`config.mk`:
```
export PLATFORM = sky130hd
export DESIGN_NAME = fetch_stage_flat
export DESIGN_NICKNAME = d
export VERILOG_FILES = /design/src/rtl/fetch_stage_if.sv /design/src/rtl/fetch_stage.sv /design/src/flat_wrapper.sv
export SDC_FILE = /design/constraint.sdc
export NUM_CORES = 1
export LEC_CHECK = 0
export BUFFER_PORTS_ARGS = -buffer_cell sky130_fd_sc_hd__clkbuf_2
export CORE_MARGIN = 1
export CORE_UTILIZATION = 46
export DETAILED_ROUTE_END_ITERATION = 8
export PLACE_DENSITY_LB_ADDON = 0.12
export SYNTH_ARGS = -nofsm -noshare
export SYNTH_HDL_FRONTEND = slang
export SYNTH_SLANG_ARGS = --single-unit
export TNS_END_PERCENT = 50
```
`constraint.sdc`:
```
create_clock -name clk -period 5.26 [get_ports clk]
set_input_delay 1.052 -clock clk [delete_from_list [all_inputs] [get_ports clk]]
set_output_delay 1.052 -clock clk [all_outputs]
set_load 0.01 [all_outputs]
```
`src/rtl/fetch_stage_if.sv`:
```
// =============================================================================
// Module      : fetch_stage_if
// Description : Signal bundle between the fetch stage and its surroundings:
//               downstream hazard/branch control, instruction memory and the
//               IF/ID hand-off to decode.
// Revision    : 1.0 - initial release
// =============================================================================
`default_nettype none

interface fetch_stage_if;
    // Control from downstream hazard and branch-resolution logic
    logic        stall;
    logic        redirect;
    logic [15:0] redirectPC;

    // Instruction memory (combinational read of imemAddr)
    logic [15:0] imemAddr;
    logic [15:0] imemData;

    // Hand-off to decode and status
    logic [15:0] instr;
    logic [15:0] pcPlus2;
    logic        valid;
    logic        fetchHalted;
    logic        err;

    // The fetch stage itself: issues addresses, produces the decode hand-off
    modport master (
        input  stall,
        input  redirect,
        input  redirectPC,
        input  imemData,
        output imemAddr,
        output instr,
        output pcPlus2,
        output valid,
        output fetchHalted,
        output err
    );

    // Environment: control logic, memory model and decode
    modport slave (
        output stall,
        output redirect,
        output redirectPC,
        output imemData,
        input  imemAddr,
        input  instr,
        input  pcPlus2,
        input  valid,
        input  fetchHalted,
        input  err
    );
endinterface : fetch_stage_if

`default_nettype wire

```
`src/rtl/fetch_stage.sv`:
```
// =============================================================================
// Module      : fetch_stage
// Description : Instruction fetch stage. Holds the 16-bit PC, a RUN/HALTED
//               FSM and a sticky misaligned-redirect flag. Opcode field
//               imemData[15:11] == 0 is HALT: it is handed to decode once,
//               then the stage parks on that PC until redirected.
//               Optional feature macro FETCH_IFID_REG_EN: when defined, the
//               decode hand-off (instr/pcPlus2/valid) comes from an IF/ID
//               register (one cycle after imemData); when undefined it is
//               driven combinationally from the current fetch.
// Revision    : 1.0 - initial release
// =============================================================================
`default_nettype none

module fetch_stage (
    input  wire logic      clk,
    input  wire logic      rst,
    fetch_stage_if.master  bus
);

    // -------------------------------------------------------------------------
    // Constants
    // -------------------------------------------------------------------------
    localparam logic [15:0] c_NOP_INSTR = 16'h0800;   // bubble instruction
    localparam logic [15:0] c_PC_RESET  = 16'h0000;
    localparam logic [15:0] c_PC_STEP   = 16'd2;
    localparam logic [4:0]  c_HALT_OPC  = 5'b00000;

    typedef enum logic [0:0] {
        RUN    = 1'b0,
        HALTED = 1'b1
    } state_t;

    // -------------------------------------------------------------------------
    // State and next-state signals
    // -------------------------------------------------------------------------
    state_t      r_state;
    state_t      w_state_next;
    logic [15:0] r_pc;
    logic [15:0] w_pc_next;
    logic [15:0] w_pc_plus2;
    logic        r_err;
    logic        w_err_next;
    logic        w_is_halt;

    // Address of the word after the current fetch; wraps naturally at 2^16
    assign w_pc_plus2 = r_pc + c_PC_STEP;
    assign w_is_halt  = (bus.imemData[15:11] == c_HALT_OPC);

    // Next-state logic: redirect beats stall, stall beats halt detection,
    // halt detection beats sequential advance
    always_comb begin
        w_state_next = r_state;
        w_pc_next    = r_pc;
        w_err_next   = r_err;

        if (bus.redirect) begin
            // A HALT fetched in this same cycle is discarded by going to RUN
            w_pc_next    = bus.redirectPC;
            w_state_next = RUN;
            w_err_next   = r_err | bus.redirectPC[0];
        end else if (!bus.stall) begin
            if (r_state == RUN) begin
                if (w_is_halt) begin
                    // PC parks on the HALT word so a later restart is easy to trace
                    w_state_next = HALTED;
                end else begin
                    w_pc_next = w_pc_plus2;
                end
            end
        end
    end

    // State register: PC, FSM state and sticky error flag
    always_ff @(posedge clk) begin
        if (rst) begin
            r_state <= RUN;
            r_pc    <= c_PC_RESET;
            r_err   <= 1'b0;
        end else begin
            r_state <= w_state_next;
            r_pc    <= w_pc_next;
            r_err   <= w_err_next;
        end
    end

    assign bus.imemAddr    = r_pc;
    assign bus.fetchHalted = (r_state == HALTED);
    assign bus.err         = r_err;

`ifdef FETCH_IFID_REG_EN
    // -------------------------------------------------------------------------
    // Registered IF/ID hand-off
    // -------------------------------------------------------------------------
    logic [15:0] r_ifid_instr;
    logic [15:0] r_ifid_pc_plus2;
    logic        r_ifid_valid;

    // IF/ID register: bubble on reset/redirect/halted, hold on stall,
    // otherwise capture the word fetched in RUN (including a HALT word)
    always_ff @(posedge clk) begin
        if (rst || bus.redirect) begin
            r_ifid_instr    <= c_NOP_INSTR;
            r_ifid_pc_plus2 <= 16'h0000;
            r_ifid_valid    <= 1'b0;
        end else if (!bus.stall) begin
            if (r_state == RUN) begin
                r_ifid_instr    <= bus.imemData;
                r_ifid_pc_plus2 <= w_pc_plus2;
                r_ifid_valid    <= 1'b1;
            end else begin
                r_ifid_instr    <= c_NOP_INSTR;
                r_ifid_pc_plus2 <= 16'h0000;
                r_ifid_valid    <= 1'b0;
            end
        end
    end

    assign bus.instr   = r_ifid_instr;
    assign bus.pcPlus2 = r_ifid_pc_plus2;
    assign bus.valid   = r_ifid_valid;
`else
    // -------------------------------------------------------------------------
    // Combinational hand-off: the current fetch goes straight to decode
    // -------------------------------------------------------------------------
    logic w_bubble;

    // A redirect in flight makes the current word a wrong-path fetch
    assign w_bubble    = (r_state == HALTED) || bus.redirect;
    assign bus.instr   = w_bubble ? c_NOP_INSTR : bus.imemData;
    assign bus.pcPlus2 = w_bubble ? 16'h0000    : w_pc_plus2;
    assign bus.valid   = ~w_bubble;
`endif

endmodule : fetch_stage

`default_nettype wire

```
`src/flat_wrapper.sv`:
```
// flat-port wrapper written by rule: the top's interface ports become plain ports
module fetch_stage_flat 
  (clk, rst, bus_stall, bus_redirect, bus_redirectPC, bus_imemData, bus_imemAddr, bus_instr, bus_pcPlus2, bus_valid, bus_fetchHalted, bus_err);
  fetch_stage_if bus_i ();
  input  wire logic clk;
  input  wire logic rst;
  input wire logic [$bits(bus_i.stall)-1:0] bus_stall;
  input wire logic [$bits(bus_i.redirect)-1:0] bus_redirect;
  input wire logic [$bits(bus_i.redirectPC)-1:0] bus_redirectPC;
  input wire logic [$bits(bus_i.imemData)-1:0] bus_imemData;
  output wire logic [$bits(bus_i.imemAddr)-1:0] bus_imemAddr;
  output wire logic [$bits(bus_i.instr)-1:0] bus_instr;
  output wire logic [$bits(bus_i.pcPlus2)-1:0] bus_pcPlus2;
  output wire logic [$bits(bus_i.valid)-1:0] bus_valid;
  output wire logic [$bits(bus_i.fetchHalted)-1:0] bus_fetchHalted;
  output wire logic [$bits(bus_i.err)-1:0] bus_err;
  assign bus_i.stall = bus_stall;
  assign bus_i.redirect = bus_redirect;
  assign bus_i.redirectPC = bus_redirectPC;
  assign bus_i.imemData = bus_imemData;
  assign bus_imemAddr = bus_i.imemAddr;
  assign bus_instr = bus_i.instr;
  assign bus_pcPlus2 = bus_i.pcPlus2;
  assign bus_valid = bus_i.valid;
  assign bus_fetchHalted = bus_i.fetchHalted;
  assign bus_err = bus_i.err;
  fetch_stage u_core (.clk(clk), .rst(rst), .bus(bus_i));
endmodule
```
# == Word level (Yosys, flattened, before mapping) ==
# Cells that the tools add are included.
# totals
regBits,18
elab_cells,21
output_inout_bits,51
# op_classes
bitwise_logic,2
n_reduce_logical,4
mux,8
add_sub_neg,1
eq_ne,3
# op_table
cell,count
two-way mux 16 bit,6
"adder 16 x 2 -> 16 bit, second input constant",1
zero test 5 bit,1
"inequality test 2 bit, second input constant",2
AND reduction 3 bit,1
two-way mux 1 bit,2
"inequality test 2 x 1 -> 1 bit, second input constant",1
OR reduction 2 bit,1
logical OR 1 bit,1
inverter 1 bit,1
OR 1 bit,1

# == Logic depth before layout (Yosys ltp) ==
# logic_depth
word_depth,5
ltp_mapped,6

# == Worst setup path after synthesis ==
# No wires, ideal clock.
# synth_timing
kind,in2out
start,input bus_redirect
end,output bus_pcPlus2[10]
stages,5
arrival_ns,2.086
required_ns,4.208
path_buffers,2
slack_ns,2.122
cell_sequence,or2_2 > clkbuf_1 > inv_1 > clkbuf_1 > and2_1
# synth_via
elab_chain_cells,2
# synth_lines
element,line_no,text
start: declaration,flat_wrapper.sv:8,input wire logic [$bits(bus_i.redirect)-1:0] bus_redirect;
logical OR 1 bit,fetch_stage.sv:129,assign w_bubble = (r_state == HALTED) || bus.redirect;
two-way mux 16 bit,fetch_stage.sv:131,assign bus.pcPlus2 = w_bubble ? 16'h0000 : w_pc_plus2;
end: declaration,flat_wrapper.sv:13,output wire logic [$bits(bus_i.pcPlus2)-1:0] bus_pcPlus2;
# No other way between the ends.

# == Worst setup path after layout ==
# layout_timing
start,input bus_redirect
end,output bus_instr[6]
# layout_via
elab_chain_cells,2
# layout_lines
element,line_no,text
logical OR 1 bit,fetch_stage.sv:129,
two-way mux 16 bit,fetch_stage.sv:130,assign bus.instr = w_bubble ? c_NOP_INSTR : bus.imemData;
end: declaration,flat_wrapper.sv:12,output wire logic [$bits(bus_i.instr)-1:0] bus_instr;
# No other way between the ends.

==> results by group <==
Die
  • Die area: 0.003204 mm2
  • Starting density of the core: 0.4930
  • Ports: 87
  • Core box area: 0.002781 mm2
  • Die height: 56.60 um
  • Core Rows: 19
  • Die Wd: 56.60 um

GRT
  • Largest net degree at the start of global routing: 27
  • GR Util met1: 0.3001
  • Met3 usage: 0.04608
  • Gr usage total: 0.2217
  • First-pass GRT wire length: between 5000 and 6000 um
  • Grt total ovfl: 0
  • GRT busiest layer: met2
  • Initial antenna violation count: 0
  • Met2 usage: 0.3496
  • Vias in the first global route: 1249

Power
  • Switching Fraction: 0.3391
  • VDD IR max: approximately 0.16 mV
  • Int Power: 215.2 uW
  • Logic pwr share: 0.281
  • Switching pwr: 110.4 uW
  • Leakage: 0.0008227 uW
  • P per Cell Area: 184.7 mW/mm2
  • Clock share of power: 0.225
  • Seq pwr share: 0.493
  • Pwr Total: 325.6 uW

Logic synthesis
  • Yosys warns: 0
  • FF+latch count, synth: 18
  • Most frequent cells after synthesis: 24 x nor2_1, 18 x dfxtp_1, 17 x and2_1
  • Leading area contributor after synthesis: dfxtp_1
  • Top FF cell, synth: dfxtp_1
  • Yosys top cell area share: 0.2628
  • EDFF count, synth: 0
  • Post-synthesis sequential area ratio: 0.2628
  • Async set-reset flop share out of synthesis: 0
  • Post-Syn Area: 0.001371 mm2
  • Post-Syn Instances: 175
  • Most common cell in the netlist: nor2_1
  • Synth cell types: 43
  • Syn Nets: around 210
  • Syn avg cell area: 7.836 um2
  • Largest cells by area after synthesis: dfxtp_1 26%, and2_1 7.8%, a311oi_1 7.0%, nor2_1 6.6%, or3_1 3.6%

Worst setup path
  • Req. time, crit path: 4.21 ns
  • Reg-to-reg slack, setup: 3.32 ns
  • Crit Path Category: in2out
  • Worst setup EP type: primary output
  • CP Launch Type: primary input
  • Crit Reg-Reg Startpoint: u_core.bus.imemAddr[3]
  • Critical Path Fanout Max: 19
  • Crit path arrival time: 2.38 ns
  • Crit path from: bus_redirect

Drt
  • Vias per cell: between 5 and 6
  • Drt pass-1 iters: 4
  • Vias: 1528
  • # DRC: 0
  • Drt wl/cell: 12.41 um
  • Total Wirelength: approximately 3500 um
  • Routed Antenna Nets: 0
  • Initial DRC count: 46

Place
  • PortBufs: 86
  • Placed cell areas: 0.001740 mm2
  • Hpwl dp: 2603 um
  • GP Congestion: about 0.8
  • Pre-CTS setup slack: 1.799 ns

Finish
  • Nets: 289
  • Ant diodes: 0
  • P&R area growth vs syn: 28.56%
  • Final instance area: 0.001763 mm2
  • Filler cells: 270
  • Layout cell share with drive strength beyond 1: 0.3960

Timing
  • Tmin final: 3.432 ns
  • F_max: 291.4 MHz
  • Final Setup Violations: 0
  • Clock Skew: 0.003170 ns
  • Setup_tns: 0 ns
  • Slew Viols, Final: 0
  • Slew HR: 0.5406
  • Final worst slack: 1.828 ns
  • Worst Tran Pin Value: 0.6849 ns
  • Endpoints failing hold: 0
  • Unrepaired setup endpoints after global routing: no
  • Crit share post-route: 0.6524
  • WHS: ~0.5 ns

Clocking
  • CTS tree: yes
  • Post-CTS sizing: 0
  • CTS Root Buffer Type: clkbuf_4
  • Clk Latency, worst-skew pair: 0.30 ns
  • Clock net sink count: 18
  • Clock tree buffer depth: 2
  • H-Tree Depth: 1
  • Number of hold buffers added after cts: 0
  • CTS Buf Count: 3
  • Worst-path clk slew: 0.10 ns
  • Setup Fix Bufs, Post-CTS: 0

Min path
  • Hold Crit Start: u_core.bus.err
  • HP Class: reg2reg

Flow run
  • Max Cap Viol: 0

Run status
  • Status: finished clean
-- per-layer routing --
layer	vias up	part of all wire
met5	-	0
met4	0	0.013
met3	5	0.065
met2	59	0.44
met1	676	0.48
li1	788	-
-- sequential cells by signal, summed over array words and instances (netlist names) --
| name | count |
|---|---|
| u_core.bus.imemAddr | 16 |
| u_core.bus.err | 1 |
| u_core.bus.fetchHalted | 1 |
-- worst paths after layout --
path	to	depth (start not counted)
worst max-delay path	bus_instr[6]	5
worst max register to register	u_core.bus.imemAddr[14]	4
worst min-delay path	u_core.bus.err	2
worst min register to register	u_core.bus.err	2
-- critical path, stage by stage --
cell	delay (ns)
clkbuf_2	0.18
or2_2	0.46
inv_1	0.35
and2_1	0.20
clkbuf_2	0.13
-- layout make-up --
class                           count  area, um2  share of cell area
Tap cell                           31      38.79             0.02200
Timing Repair Buffer               86      430.4              0.2441
Multi-Input combinational cell    136      884.6              0.5018
Inverter                            7      26.28             0.01490
Clock buffer                        3      22.52             0.01278
Sequential cell                    18      360.3              0.2044
-- cells in the final DEF, fill, tap and decap left out, types with 2 or more instances in the layout --
cell | synthesis | final
dfxtp_1 | 18 | 18
nand4_1 | 4 | 4
o31ai_1 | 4 | 4
clkbuf_2 | 1 | 86
nor2_1 | 24 | 24
nand3_1 | 3 | 3
and4_2 | 2 | 2
or2_2 | 2 | 2
xor2_1 | 5 | 5
o21ai_0 | 8 | 8
a2111oi_0 | 2 | 2
inv_1 | 6 | 6
nor3_1 | 3 | 3
and2_1 | 17 | 17
a311oi_1 | 11 | 11
a21oi_1 | 5 | 5
xnor2_1 | 5 | 5
and3_1 | 2 | 2
and4_1 | 3 | 3
nand2_1 | 8 | 8
clkbuf_4 | 0 | 3
or4_1 | 3 | 3
a211oi_1 | 3 | 3
or3_1 | 8 | 8
-- power by group through the flow --
| stage | registers [uW] | clock network (uW) | logic [uW] |
|---|---|---|---|
| 2_1_floorplan | 164 | 0 | 52.9 |
| 3_3_place_gp | 163 | 0 | 92.1 |
| 3_5_place_dp | 163 | 0 | 92.5 |
| 4_1_cts | 160 | 74.2 | 92.7 |
| 5_1_grt | 162 | 80.5 | 102 |
| 6_report | 161 | 73.3 | 91.6 |
-- logic make-up (layout without fill, tap and decap cells) --
family | count (synthesis) | after routing | share of synthesized area
AND/OR/NAND/NOR | 84 | 84 | 0.3513
AO/OA/AOI/OAI | 40 | 40 | 0.2135
buffers and inverters | 21 | 96 | 0.09214
flip-flops | 18 | 18 | 0.2628
XOR/XNOR | 10 | 10 | 0.06387
adder cells (fa/ha/maj) | 1 | 1 | 0.009123
multiplexers | 1 | 1 | 0.007300
-- through the flow --
step / utilization / instances
6_report: 0.6338 / 281
5_1_grt: 0.6338 / 281
4_1_cts: 0.6338 / 281
3_5_place_dp: 0.6257 / 278
3_3_place_gp: 0.6257 / 278
2_1_floorplan: - / 175
No activity file was read; power rests on OpenSTA's default activity.
